$ cat config.mk
export PLATFORM = sky130hd
export DESIGN_NAME = decompose_seq_ctrl
export DESIGN_NICKNAME = d
export VERILOG_FILES = /design/src/rtl/decompose_seq_ctrl.sv
export SDC_FILE = /design/constraint.sdc
export NUM_CORES = 1
export LEC_CHECK = 0
export BUFFER_PORTS_ARGS = -buffer_cell sky130_fd_sc_hd__buf_4
export CAP_MARGIN = 10
export CORE_AREA = 3 3 215 217
export CTS_CLUSTER_SIZE = 12
export DETAILED_ROUTE_END_ITERATION = 8
export DIE_AREA = 0 0 218 220
export MAX_ROUTING_LAYER = met4
export SYNTH_ARGS = -nofsm -noshare
export SYNTH_HDL_FRONTEND = slang
export SYNTH_SLANG_ARGS = --single-unit
$ cat constraint.sdc
create_clock -name clk -period 8.65 [get_ports clk]
set_input_delay 0 -clock clk [delete_from_list [all_inputs] [get_ports clk]]
set_output_delay 0 -clock clk [all_outputs]
set_load 0.03 [all_outputs]
$ cat src/rtl/decompose_seq_ctrl.sv
// decompose_seq_ctrl
//
// Frame sequencer for the Sym4 L1->L2->L3->L4 decomposition cascade.
// Accepts LANES-sample parallel words from an upstream valid/ready source,
// forwards frame_len of them to the cascade input, appends flush_len zero
// words to drain the filter taps, then waits for the matching number of L4
// outputs. The first and last L4 output of the frame are marked, completion
// is pulsed, and overrun / watchdog-timeout errors are flagged.
//
// Ports:
//   clk, rst_n            single clock, asynchronous active-low reset
//   start, abort          frame start pulse (IDLE only), synchronous abort
//   cfg_frame_len         data words per frame, latched on accepted start
//   cfg_flush_len         zero words appended after the data, latched on start
//   s_valid/s_ready/s_data  upstream word stream, lane 0 in the LSBs
//   casc_din_valid/casc_din cascade L1 input
//   casc_l4_valid         cascade L4 output valid
//   out_sof, out_eof      first / last L4 output of the frame (combinational)
//   busy                  high in every state except IDLE
//   done                  one-cycle completion pulse
//   err_cfg               one-cycle pulse on a start with frame_len = 0
//   err_overrun           one-cycle pulse on an L4 valid beyond the frame
//   err_timeout           one-cycle pulse when the DRAIN watchdog expires

module decompose_seq_ctrl #(
  parameter int DATA_WIDTH  = 16,
  parameter int LANES       = 16,
  parameter int CNT_WIDTH   = 16,
  parameter int WDOG_CYCLES = 64
) (
  input  logic                          clk,
  input  logic                          rst_n,
  input  logic                          start,
  input  logic                          abort,
  input  logic [CNT_WIDTH-1:0]          cfg_frame_len,
  input  logic [3:0]                    cfg_flush_len,
  input  logic                          s_valid,
  output logic                          s_ready,
  input  logic [LANES*DATA_WIDTH-1:0]   s_data,
  output logic                          casc_din_valid,
  output logic [LANES*DATA_WIDTH-1:0]   casc_din,
  input  logic                          casc_l4_valid,
  output logic                          out_sof,
  output logic                          out_eof,
  output logic                          busy,
  output logic                          done,
  output logic                          err_cfg,
  output logic                          err_overrun,
  output logic                          err_timeout
);

  localparam int BUS_W  = LANES * DATA_WIDTH;
  localparam int WDOG_W = $clog2(WDOG_CYCLES + 1);

  localparam logic [CNT_WIDTH-1:0] CNT_ONE    = {{(CNT_WIDTH-1){1'b0}}, 1'b1};
  localparam logic [CNT_WIDTH:0]   OUT_ONE    = {{CNT_WIDTH{1'b0}}, 1'b1};
  localparam logic [WDOG_W-1:0]    WDOG_ONE   = {{(WDOG_W-1){1'b0}}, 1'b1};
  localparam logic [WDOG_W-1:0]    WDOG_LIMIT = WDOG_W'(WDOG_CYCLES);

  typedef enum logic [2:0] {
    ST_IDLE,
    ST_RUN,
    ST_FLUSH,
    ST_DRAIN,
    ST_DONE
  } state_t;

  state_t                 state_q,          state_d;
  logic [CNT_WIDTH-1:0]   frame_len_q,      frame_len_d;
  logic [3:0]             flush_len_q,      flush_len_d;
  logic [CNT_WIDTH:0]     exp_q,            exp_d;
  logic [CNT_WIDTH-1:0]   in_cnt_q,         in_cnt_d;
  logic [CNT_WIDTH:0]     out_cnt_q,        out_cnt_d;
  logic [3:0]             flush_cnt_q,      flush_cnt_d;
  logic [WDOG_W-1:0]      wdog_q,           wdog_d;
  logic [BUS_W-1:0]       casc_din_q,       casc_din_d;
  logic                   casc_din_valid_q, casc_din_valid_d;
  logic                   s_ready_q,        s_ready_d;
  logic                   busy_q,           busy_d;
  logic                   done_q,           done_d;
  logic                   err_cfg_q,        err_cfg_d;
  logic                   err_overrun_q,    err_overrun_d;
  logic                   err_timeout_q,    err_timeout_d;

  logic counting;
  logic handshake;
  logic l4_hit;
  logic l4_over;

  // Classify this cycle's events. L4 valids only matter while a frame is in
  // flight; once out_cnt has reached the expected count, further valids are
  // overruns and are not counted.
  always_comb begin
    counting  = (state_q == ST_RUN) || (state_q == ST_FLUSH) || (state_q == ST_DRAIN);
    handshake = (state_q == ST_RUN) && s_valid && s_ready_q;
    l4_over   = counting && casc_l4_valid && (out_cnt_q == exp_q);
    l4_hit    = counting && casc_l4_valid && (out_cnt_q != exp_q);
  end

  // Frame markers are combinational so they line up with the L4 valid.
  assign out_sof = l4_hit && (out_cnt_q == '0);
  assign out_eof = l4_hit && (out_cnt_q == (exp_q - OUT_ONE));

  // Next-state and next-output logic. Output flops are decoded from the next
  // state so s_ready, busy and done are registered and never depend
  // combinationally on the upstream handshake. Abort is applied last so it
  // overrides everything else decided in the cycle.
  always_comb begin
    state_d          = state_q;
    frame_len_d      = frame_len_q;
    flush_len_d      = flush_len_q;
    exp_d            = exp_q;
    in_cnt_d         = in_cnt_q;
    out_cnt_d        = out_cnt_q;
    flush_cnt_d      = flush_cnt_q;
    wdog_d           = wdog_q;
    casc_din_d       = casc_din_q;
    casc_din_valid_d = 1'b0;
    err_cfg_d        = 1'b0;
    err_overrun_d    = 1'b0;
    err_timeout_d    = 1'b0;

    // The watchdog holds the number of cycles elapsed since the last L4
    // valid, so a valid cycle restarts it at one for the following cycle.
    if (l4_hit) begin
      out_cnt_d = out_cnt_q + OUT_ONE;
      wdog_d    = WDOG_ONE;
    end
    if (l4_over) begin
      err_overrun_d = 1'b1;
      wdog_d        = WDOG_ONE;
    end

    case (state_q)
      ST_IDLE: begin
        if (start && !abort) begin
          if (cfg_frame_len != '0) begin
            frame_len_d = cfg_frame_len;
            flush_len_d = cfg_flush_len;
            // One extra bit keeps frame_len + flush_len from wrapping.
            exp_d       = {1'b0, cfg_frame_len} + {{(CNT_WIDTH-3){1'b0}}, cfg_flush_len};
            in_cnt_d    = '0;
            out_cnt_d   = '0;
            flush_cnt_d = '0;
            wdog_d      = '0;
            state_d     = ST_RUN;
          end else begin
            err_cfg_d = 1'b1;
          end
        end
      end

      ST_RUN: begin
        if (handshake) begin
          casc_din_d       = s_data;
          casc_din_valid_d = 1'b1;
          in_cnt_d         = in_cnt_q + CNT_ONE;
          if (in_cnt_d == frame_len_q) begin
            state_d = (flush_len_q != 4'd0) ? ST_FLUSH : ST_DRAIN;
          end
        end
      end

      // Entered on the last data handshake, so the first zero word follows
      // the last data word on casc_din without a bubble.
      ST_FLUSH: begin
        casc_din_d       = '0;
        casc_din_valid_d = 1'b1;
        flush_cnt_d      = flush_cnt_q + 4'd1;
        if (flush_cnt_d == flush_len_q) begin
          state_d = ST_DRAIN;
        end
      end

      ST_DRAIN: begin
        if (out_cnt_d == exp_q) begin
          state_d = ST_DONE;
        end else if (!casc_l4_valid) begin
          wdog_d = wdog_q + WDOG_ONE;
          if (wdog_d == WDOG_LIMIT) begin
            err_timeout_d = 1'b1;
            state_d       = ST_IDLE;
          end
        end
      end

      ST_DONE: begin
        state_d = ST_IDLE;
      end

      default: begin
        state_d = ST_IDLE;
      end
    endcase

    if (abort) begin
      state_d          = ST_IDLE;
      casc_din_d       = casc_din_q;
      casc_din_valid_d = 1'b0;
      err_cfg_d        = 1'b0;
      err_overrun_d    = 1'b0;
      err_timeout_d    = 1'b0;
    end

    s_ready_d = (state_d == ST_RUN);
    busy_d    = (state_d != ST_IDLE);
    done_d    = (state_d == ST_DONE);
  end

  // State, counters and registered outputs. Reset returns every output to
  // zero immediately, including the cascade data bus.
  always_ff @(posedge clk or negedge rst_n) begin
    if (!rst_n) begin
      state_q          <= ST_IDLE;
      frame_len_q      <= '0;
      flush_len_q      <= '0;
      exp_q            <= '0;
      in_cnt_q         <= '0;
      out_cnt_q        <= '0;
      flush_cnt_q      <= '0;
      wdog_q           <= '0;
      casc_din_q       <= '0;
      casc_din_valid_q <= 1'b0;
      s_ready_q        <= 1'b0;
      busy_q           <= 1'b0;
      done_q           <= 1'b0;
      err_cfg_q        <= 1'b0;
      err_overrun_q    <= 1'b0;
      err_timeout_q    <= 1'b0;
    end else begin
      state_q          <= state_d;
      frame_len_q      <= frame_len_d;
      flush_len_q      <= flush_len_d;
      exp_q            <= exp_d;
      in_cnt_q         <= in_cnt_d;
      out_cnt_q        <= out_cnt_d;
      flush_cnt_q      <= flush_cnt_d;
      wdog_q           <= wdog_d;
      casc_din_q       <= casc_din_d;
      casc_din_valid_q <= casc_din_valid_d;
      s_ready_q        <= s_ready_d;
      busy_q           <= busy_d;
      done_q           <= done_d;
      err_cfg_q        <= err_cfg_d;
      err_overrun_q    <= err_overrun_d;
      err_timeout_q    <= err_timeout_d;
    end
  end

  assign s_ready        = s_ready_q;
  assign casc_din       = casc_din_q;
  assign casc_din_valid = casc_din_valid_q;
  assign busy           = busy_q;
  assign done           = done_q;
  assign err_cfg        = err_cfg_q;
  assign err_overrun    = err_overrun_q;
  assign err_timeout    = err_timeout_q;

endmodule
==> reports/metrics.yaml <==
status: "finished clean"
rsz0062_at_grt: "false"
gp_congestion: 0.864
finalNonFillerCells: 3230
path_max_fanout: 96
port_buffers: 546
ios: 547
grt_pass1_vias: 16989
holdBufCountCts: 281
startpoint: "state_q[2]$_DFF_PN0_"
p_sw_mw: 2.11
clock_path_buffers: 3
final-max-slew-violation-count: 0
cts_resized: 0
core_area_sq_um: 44300
syn_nets: 2119
leakagePower_nw: 12.7
fin_crit_sh_pct: 54.0
dr_total_vias: 16242
critical_path_arrival_ps: 5160
timing.rr.end: "casc_din[172]$_DFFE_PN0P_"
avgRoutedWirePerCell_microns: 19.8
clkPwrFrac_pct: 29.9
dp.cells: 2857
r2r_cells: 7
ys_seq_area_share_pct: 54.1
synthMuxAreaShare_pct: 0.249
grt_max_degree: 156
slew_headroom_pct: 24.8
cts_root_buf: "clkbuf_16"
yosysTopAreaCellShare_pct: 54.1
drc: 0
syn_area_per_cell_sq_um: 8.79
drive_gt1_share_pct: 24.6
rr_startpoint: "state_q[2]$_DFF_PN0_"
final_nets: 2882
path_class: "reg -> reg"
drt-initial-drc-count: 1114
ir_worst_vdd_mv: 0.144
tns_ps: 0
cts-buffers-inserted: 41
synthesis.area_sq_um: 16100
yosysWarnings: 0
startpoint_type: "flip-flop"
routed_wl_microns: 64000
p_int_mw: 3.69
synth_fa_ha_area_share_pct: 0.904
synthTopCellsByArea: "dfrtp_1 (54%), nand2_1 (15%), nand3_1 (9.0%), xor2_1 (2.8%), xnor2_1 (2.7%)"
die-height_microns: 220
start_util_pct: 36.2
clk_pin_slew_ps: 60
p_sw_share_pct: 36.4
cp-end-kind: "flip-flop"
synth_top_cell_by_area: "dfrtp_1"
grt_pass1_wl_microns: 97700
cts.sinks: 347
maxCapViolations: 0
vias_per_cell: 5.03
synth_compound_area_share_pct: 5.35
place_hpwl_microns: 44900
fmax_ghz: 0.214
ys_types: 65
first_pass_iters: 5
worst_slew_pin_slew_ps: 1130
hp-class: "in -> async"
ant_nets: 0
cts_tree: "done"
setup_slack_ps: 3980
die_w_microns: 218
synth-seq-cells: 347
period_needed_ps: 4670
track_usage_pct: 26.9
dieArea_sq_um: 48000
ff2ff_setup_slack_ps: 3980
antenna_found_initial: 16
holdWs_ps: 30.9
combinationalPowerShare_pct: 32.5
place_ws_ps: 3870
pwr-share-seq_pct: 37.6
clock_skew_ps: 20.3
row_count: 77
hold_viol_final: 0
synth_xor_xnor_area_share_pct: 6.02
cts_max_level: 2
synthFlopType: "dfrtp_1"
syn_inst: 1826
gr-total-overflow: 0
synth_top_family_by_area: "simple AND/OR/NAND/NOR gates"
crit_end: "casc_din[172]$_DFFE_PN0P_"
setup_viol: 0
cp.required_ps: 9140
synth_edf_count: 0
powerDensity_nw_per_um2: 234
synthToLayoutAreaGrowth_pct: 54.1
post_cts_buffers: 0
async_flop_share_pct: 100
clock_latency_ps: 560
synth-simple-area-share_pct: 30.0
[power groups by stage]
stage / Sequential [mW] / Combinational (mW) / Clock [mW]
2_1_floorplan: 2.73 / 0.380 / 0
3_3_place_gp: 2.18 / 1.76 / 0
3_5_place_dp: 2.19 / 1.78 / 0
4_1_cts: 2.17 / 1.89 / 1.78
5_1_grt: 2.22 / 2.02 / 1.85
6_report: 2.18 / 1.88 / 1.73
[cell type report]
cell class	instances	area (sq um)
Clock buffer	63	1220
Fill cell	3901	19600
Tap cell	592	741
Sequential cell	347	8680
Antenna cell	18	45.0
Timing Repair Buffer	840	7020
Clock inverter	11	123
Inverter	15	63.8
Multi-Input combinational cell	1344	6850
[metal layers]
metal	GRT usage [%]	share of wire, %
met4	10.1	4.0
met1	31.6	39
met5	-	0
met3	8.47	8.0
met2	43.6	49
[critical path, stage by stage (launching register included)]
cell and delay (ps):
dfrtp_1 780, nor2_1 150, nand2_4 800, a21o_4 890, buf_4 880, buf_4 780, nand2_1 150, nand2_1 90
[kinds of logic (layout without fill, tap and decap cells)]
family | after synthesis | in the layout
simple gates | 1090 | 1090
flops | 347 | 347
buf+inv | 135 | 929
compound gates | 133 | 133
xor+xnor | 106 | 106
fa+ha+maj | 11 | 11
mux | 4 | 4
other cells | 0 | 18
[cell usage in the layout (no fill, tap or decap), drive strengths merged, types with 3 or more instances in the layout]
| cell type | n |
|---|---|
| a2111oi | 3 |
| a211oi | 3 |
| a21o | 3 |
| a21oi | 15 |
| a221oi | 3 |
| a31oi | 9 |
| and2 | 15 |
| and3 | 12 |
| and4 | 7 |
| buf | 559 |
| clkbuf | 63 |
| clkinv | 7 |
| dfrtp | 347 |
| diode | 18 |
| dlygate4sd3 | 281 |
| ha | 10 |
| inv | 16 |
| mux2i | 4 |
| nand2 | 632 |
| nand2b | 7 |
| nand3 | 290 |
| nand4 | 15 |
| nor2 | 54 |
| nor2b | 3 |
| nor3 | 19 |
| nor3b | 3 |
| nor4 | 18 |
| nor4b | 3 |
| o2111ai | 3 |
| o21ai | 59 |
| o2bb2ai | 5 |
| o31ai | 12 |
| o41ai | 4 |
| or2 | 3 |
| or3 | 3 |
| xnor2 | 50 |
| xor2 | 56 |
[registers in the layout, summed over array words and instances (netlist names), 3 cells and up]
name,flops
in_cnt_q,16
flush_cnt_q,4
casc_din,256
out_cnt_q,17
state_q,3
wdog_q,7
exp_q,17
flush_len_q,4
frame_len_q,16
[how the worst min path moves through the flow]
stage          cells past startpoint  slack [ps]                       end    start
2_1_floorplan                      0        -300            busy$_DFF_PN0_    rst_n
3_5_place_dp                       1         160  casc_din[31]$_DFFE_PN0P_    rst_n
4_1_cts                            6         110   in_cnt_q[2]$_DFFE_PN0P_  s_valid
3_3_place_gp                       1         160  casc_din[25]$_DFFE_PN0P_    rst_n
6_report                           2          30  casc_din[25]$_DFFE_PN0P_    rst_n
5_1_grt                            2         120  casc_din[10]$_DFFE_PN0P_    rst_n
[Yosys cell counts (3+ instances only)]
cell	n
inv_1	14
xor2_1	51
and4_1	7
a21oi_1	15
xor2_2	5
buf_1	6
a21o_1	3
ha_1	10
nor4b_1	3
nor3b_1	3
o2bb2ai_1	5
o41ai_1	4
dfrtp_1	347
clkbuf_1	101
nand2b_1	7
and2_1	13
nor2b_1	3
and3_1	11
nor4_1	16
buf_2	9
a211oi_1	3
a31oi_1	9
nor3_1	19
a2111oi_0	3
nand3_1	290
o2111ai_1	3
nand4_1	14
o31ai_1	12
or3_1	3
buf_6	3
o21ai_0	55
xnor2_1	50
mux2i_1	4
nand2_1	631
nor2_1	54
[per-stage QoR]
step | total power, mW | utilization [%] | area [sq um]
floorplan | 3.11 | - | 16100
global placement | 3.95 | 46.3 | 20500
detailed placement | 3.97 | 46.3 | 20500
CTS | 5.84 | 55.7 | 24700
global route | 6.08 | 55.8 | 24700
finish | 5.79 | 55.8 | 24700
Note: power is estimated with default switching activity, not from simulation.
